$ cat src/rtl/timer_scheduler.sv
// Round-robin scheduler that time-shares one external delay counter among
// several requesters. A granted requester gets its delay loaded into the
// counter, and receives a one-cycle done pulse when the counter expires.
module timer_scheduler #(
  parameter int unsigned width = 5,
  parameter int unsigned reqs  = 4
) (
  input  logic                    clk,
  input  logic                    rst,
  input  logic [reqs-1:0]         req,
  input  logic [reqs*width-1:0]   dly,
  output logic [reqs-1:0]         gnt,
  output logic [reqs-1:0]         done,
  output logic                    busy,
  output logic                    ctr_ld,
  output logic [width-1:0]        ctr_nb,
  input  logic                    ctr_dn
);

  localparam int unsigned IdxW = (reqs > 1) ? $clog2(reqs) : 1;

  typedef enum logic [1:0] {
    StIdle,
    StLoad,
    StWait,
    StDone
  } state_e;

  state_e          state_q, state_d;
  logic [IdxW-1:0] g_q, g_d;
  logic [IdxW-1:0] ptr_q, ptr_d;
  logic [width-1:0] k_q, k_d;

  logic            found;
  logic [IdxW-1:0] pick;
  logic [IdxW-1:0] cand;
  logic [width-1:0] k_pick;

  // Increment a requester index, wrapping from reqs-1 back to 0.
  function automatic logic [IdxW-1:0] wrap_inc(input logic [IdxW-1:0] v);
    if (v == IdxW'(reqs - 1)) return '0;
    return v + IdxW'(1);
  endfunction

  // Round-robin search: first requesting index at or after ptr, plus its delay.
  always_comb begin
    found  = 1'b0;
    pick   = '0;
    k_pick = '0;
    cand   = ptr_q;
    for (int unsigned i = 0; i < reqs; i++) begin
      if (!found && req[cand]) begin
        found = 1'b1;
        pick  = cand;
      end
      cand = wrap_inc(cand);
    end
    for (int unsigned i = 0; i < reqs; i++) begin
      if (pick == IdxW'(i)) k_pick = dly[i*width +: width];
    end
  end

  // Next-state logic: grant, load, wait for expiry or abort, then complete.
  always_comb begin
    state_d = state_q;
    g_d     = g_q;
    ptr_d   = ptr_q;
    k_d     = k_q;
    unique case (state_q)
      StIdle: begin
        if (found) begin
          state_d = StLoad;
          g_d     = pick;
          k_d     = k_pick;
        end
      end
      StLoad: state_d = StWait;
      StWait: begin
        // A dropped request wins over a simultaneous counter expiry.
        if (!req[g_q]) begin
          state_d = StIdle;
          ptr_d   = wrap_inc(g_q);
        end else if (ctr_dn) begin
          state_d = StDone;
        end
      end
      StDone: begin
        state_d = StIdle;
        ptr_d   = wrap_inc(g_q);
      end
      default: state_d = StIdle;
    endcase
  end

  // Outputs; reset forces a counter clear since the counter has no reset.
  always_comb begin
    gnt    = '0;
    done   = '0;
    busy   = (state_q != StIdle);
    ctr_ld = 1'b0;
    ctr_nb = '0;
    if (rst) begin
      ctr_ld = 1'b1;
      ctr_nb = '0;
    end else if (state_q == StLoad) begin
      // ~k makes the counter fire k+width edges after the load edge.
      ctr_ld = 1'b1;
      ctr_nb = ~k_q;
    end
    if (state_q != StIdle) gnt[g_q] = 1'b1;
    if (state_q == StDone) done[g_q] = 1'b1;
  end

  // State registers with synchronous reset.
  always_ff @(posedge clk) begin
    if (rst) begin
      state_q <= StIdle;
      g_q     <= '0;
      ptr_q   <= '0;
      k_q     <= '0;
    end else begin
      state_q <= state_d;
      g_q     <= g_d;
      ptr_q   <= ptr_d;
      k_q     <= k_d;
    end
  end

endmodule

$ cat config.mk
export PLATFORM = sky130hd
export DESIGN_NAME = timer_scheduler
export DESIGN_NICKNAME = d
export VERILOG_FILES = /design/src/rtl/timer_scheduler.sv
export SDC_FILE = /design/constraint.sdc
export NUM_CORES = 1
export LEC_CHECK = 0
export ABC_AREA = 1
export ABC_CLOCK_PERIOD_IN_PS = 1800
export CAP_MARGIN = 20
export CORE_AREA = 4 4 57 59
export CTS_CLUSTER_SIZE = 12
export DETAILED_ROUTE_END_ITERATION = 7
export DIE_AREA = 0 0 61 63
export GPL_ROUTABILITY_DRIVEN = 1
export HOLD_SLACK_MARGIN = 0.12
export PLACE_DENSITY = 0.75
export SETUP_SLACK_MARGIN = 0.4
export SYNTH_ARGS = -nofsm -noshare
export SYNTH_HDL_FRONTEND = slang
export SYNTH_SLANG_ARGS = --single-unit
$ cat constraint.sdc
create_clock -name clk -period 1.8 [get_ports clk]
set_input_delay 0.18 -clock clk [delete_from_list [all_inputs] [get_ports clk]]
set_output_delay 0.18 -clock clk [all_outputs]
set_load 0.01 [all_outputs]
==> impl_metrics.tcl <==
set metrics [dict create \
    num_io_pins 42 \
    tritoncts_clock_tree "done" \
    worstMarginPinSlew_ns 0.2079 \
    first_pass_iters 4 \
    floorplan.rows 19 \
    detail_route.iter0.violations 42 \
    r2r-end "g_q[0]" \
    core_um2 2710 \
    design.final.nets 281 \
    path_cells "ha_4 -> inv_4 -> nand2_1 -> nand2_2 -> nor2_4 -> nand3_1 -> nor2_2 -> nor2_4 -> buf_4 -> buf_6 -> buf_4 -> a21oi_1" \
    layout-drive-gt1-share_pct 39.92 \
    worst_reg2reg_path_length_in_cells 12 \
    layout.filler_cells 222 \
    post-route-drc-count 0 \
    port_buffers 41 \
    yosysWarnings 0 \
    setup_viol 6 \
    grt_pass1_vias 1260 \
    antenna_left 0 \
    grt-ovfl-total 0 \
    post_layout_nonfiller_instances 279 \
    aggregate_routed_wire_length_um 3369 \
    synth_top_area_share_pct 20.98 \
    post-route-worst-setup-slack_ns -0.1048 \
    combined_area_of_all_synthesized_cells_um2 1050 \
    rsz0062_at_grt "true" \
    clock.fmax_ghz 0.5250 \
    final-seq-area_um2 235.2 \
    syn-instance-count 178 \
    post_cts_hold_buffer_count 0 \
    max_cap_viol_count 0 \
    worstHoldPathCells 2 \
    synth_nets 210 \
    critical_path_s_largest_stage_delay_ns 0.36 \
    violations "setup timing" \
    hold_path.class "flip-flop to flip-flop" \
    clk_pin_slew_ns 0.07 \
    worst_r2r_startpoint "ptr_q[0]" \
    detail_route.vias_per_cell 4.821 \
    crit_fanout 7 \
    grt_max_degree 15 \
    outcome "complete, but fails checks" \
    post-route-min-period_ns 1.905 \
    hold_path.startpoint "k_q[0]" \
    vias 1345 \
    tritoncts.num_buffers 3 \
    antenna_cells_inserted 0 \
    synth.yosys.seq_area_share_pct 20.98 \
    die_width_um 61 \
    gp_congestion 0.8252 \
    setup.worst_path.class "flip-flop to flip-flop" \
    fin_worst_skew_ns 0.001205 \
    starting_density_pct 38.74 \
    antenna_violations_before_repair 0 \
    cp_data_required_time_ns 1.98 \
    timing.reg2reg.setup_slack_ns -0.10 \
    timing.critical_path.arrival_ns 2.09 \
    synth_top_cell_by_area "dfxtp_1" \
    number_of_placed_instances_with_taps_included 262 \
    fp.dieH_um 63 \
    flow.area_growth_from_synthesis_pct 78.67 \
    cts_max_path_buffers 2 \
    synth-seq-cells 11 \
    dpl.hpwl_um 2392 \
    worst_slew_margin_pct 86.11 \
    worst_setup_path_start_kind "flip-flop" \
    timing.critical_path.depth 12 \
    clock_sink_count 11 \
    per_cell_routed_wire_length_um 12.08 \
    critical_path_buf_inv_count 4 \
    grtUsageTotal_pct 17.04 \
    crit_path_end_kind "flip-flop" \
    cts_max_level 1 \
    fin_crit_sh_pct 105.8 \
    ctsRootBufferMaster "clkbuf_4" \
    hold-path-endpoint "k_q[0]" \
    cp_slowest_cell "dfxtp_4" \
    leakage_nw 0.9243 \
    floorplan.die_area_um2 3843 \
    critical-path-top-delay-family "simple AND/OR/NAND/NOR gates" \
    grt_first_pass_wirelength_um 5209 \
    mean_instance_size_in_the_synthesized_netlist_um2 5.898 \
    clk_latency_ns 0.26 \
    multi_input_area_um2 867.1 \
    irDropWorstVdd_mv 1.168 \
    synth.top_cells.by_area "dfxtp_1 (21%), nand2_1 (17%), nand3_1 (10%), inv_1 (8.6%), a21oi_1 (6.7%)" \
    slew_violations 0 \
    post-layout-total-power_w 0.002888 \
    power-per-cell-area_nw_per_um2 1540 \
    number_of_endpoints_with_negative_hold_slack_in_the_final_report 0 \
    synth.distinct_cells 22 \
]
## worst max-delay path by stage
stage,start,to
floorplan,ptr_q[0],k_q[1]
global placement,req[1],k_q[3]
detailed placement,req[1],k_q[3]
CTS,ptr_q[0],k_q[3]
global route,ptr_q[0],k_q[3]
finish,ptr_q[0],g_q[0]
## worst min-delay path, stage by stage, from the launching register on
cell and delay, ns:
dfxtp_1 0.31, nand2_1 0.06, a21oi_1 0.06
## synthesized netlist by cell type
cell      count
o21ai_1       2
nand2_2       2
buf_4         2
a211oi_1      2
inv_1        24
inv_2         2
nand4_1       3
nor2_4        1
nor2_1       17
dfxtp_1      11
o21ai_0       5
nand3b_1      6
ha_1          5
nand2_1      48
o21bai_1      4
o22ai_1       1
nor2_2        3
nand3_1      21
a21oi_1      14
nand3_2       3
clkbuf_1      1
a21oi_2       1
## per-layer routing
metal  part of all wire (%)  track usage (%)  vias up
met5                      0                0        -
met4                   0.47            3.252        0
met3                    2.3            1.240        2
met2                     52            28.07       16
met1                     45            23.95      604
li1                       -                -      723
## power breakdown
group	switching, W	leakage (nW)	total (W)	internal, W
Clock	0.0000780	0.0150	0.000163	0.0000855
Combinational	0.00124	0.816	0.00231	0.00108
Sequential	0.0000735	0.0937	0.000412	0.000339
Total	0.00139	0.924	0.00289	0.00150
## kinds of logic after synthesis
kind of cell / Yosys count / share of synthesized area [%]
buffers and inverters: 29 / 11.08
adder cells (fa/ha/maj): 5 / 5.959
AND/OR/NAND/NOR: 104 / 46.24
flip-flops: 11 / 20.98
AO/OA/AOI/OAI: 29 / 15.73
## through the flow
stage               instance area (um^2)  util (%)  hold WS, ns  setup TNS [ns]  worst slack (ns)
global route                        1876     69.21       0.4872          -1.313           -0.2318
detailed placement                  1644     60.66       0.4571          -1.007           -0.2189
CTS                                 1807     66.67       0.4669         -0.1726          -0.04917
global placement                    1644     60.66       0.4527         -0.8009           -0.1827
floorplan                           1096         -       0.4273               0           0.07539
finish                              1876     69.21       0.4708         -0.4545           -0.1048
## final cells by class
type | count | area share, %
Sequential cell | 11 | 12.54
Inverter | 26 | 5.604
Tap cell | 31 | 2.068
Timing Repair Buffer | 69 | 32.15
Multi-Input combinational cell | 138 | 46.23
Clock buffer | 4 | 1.401
## state kept, by name (all words and copies together), names as in the netlist
signal   count
k_q          5
g_q          2
state_q      2
ptr_q        2
## what timing repair did
| item | in CTS | in global routing |
|---|---|---|
| cloned | 0 | 1 |
| setup buffers | 8 | 4 |
| setup endpoints to repair | 23 | 23 |
| pin swaps | 9 | 11 |
| gates resized for setup | 75 | 27 |
## cell usage in the layout (no fill, tap or decap), types with 2 or more instances in the layout
master / netlist / final
buf_4: 2 / 21
nand2_2: 2 / 10
dfxtp_2: 0 / 3
dfxtp_1: 11 / 5
dfxtp_4: 0 / 3
buf_2: 0 / 8
o21ai_2: 0 / 4
nand3b_1: 6 / 6
nand3_4: 0 / 2
nor2_2: 3 / 6
nor2_4: 1 / 3
buf_6: 0 / 5
o21bai_1: 4 / 4
nand3_1: 21 / 14
ha_1: 5 / 3
nor2_1: 17 / 12
nand3_2: 3 / 8
o21ai_1: 2 / 3
inv_2: 2 / 6
inv_1: 24 / 17
clkbuf_4: 0 / 3
inv_4: 0 / 3
nand4_1: 3 / 3
a21oi_2: 1 / 3
a211oi_1: 2 / 2
clkbuf_2: 0 / 5
a21oi_1: 14 / 12
ha_4: 0 / 2
clkdlybuf4s50_1: 0 / 26
nand2_1: 48 / 39
Note: power is estimated with default switching activity, not from simulation.
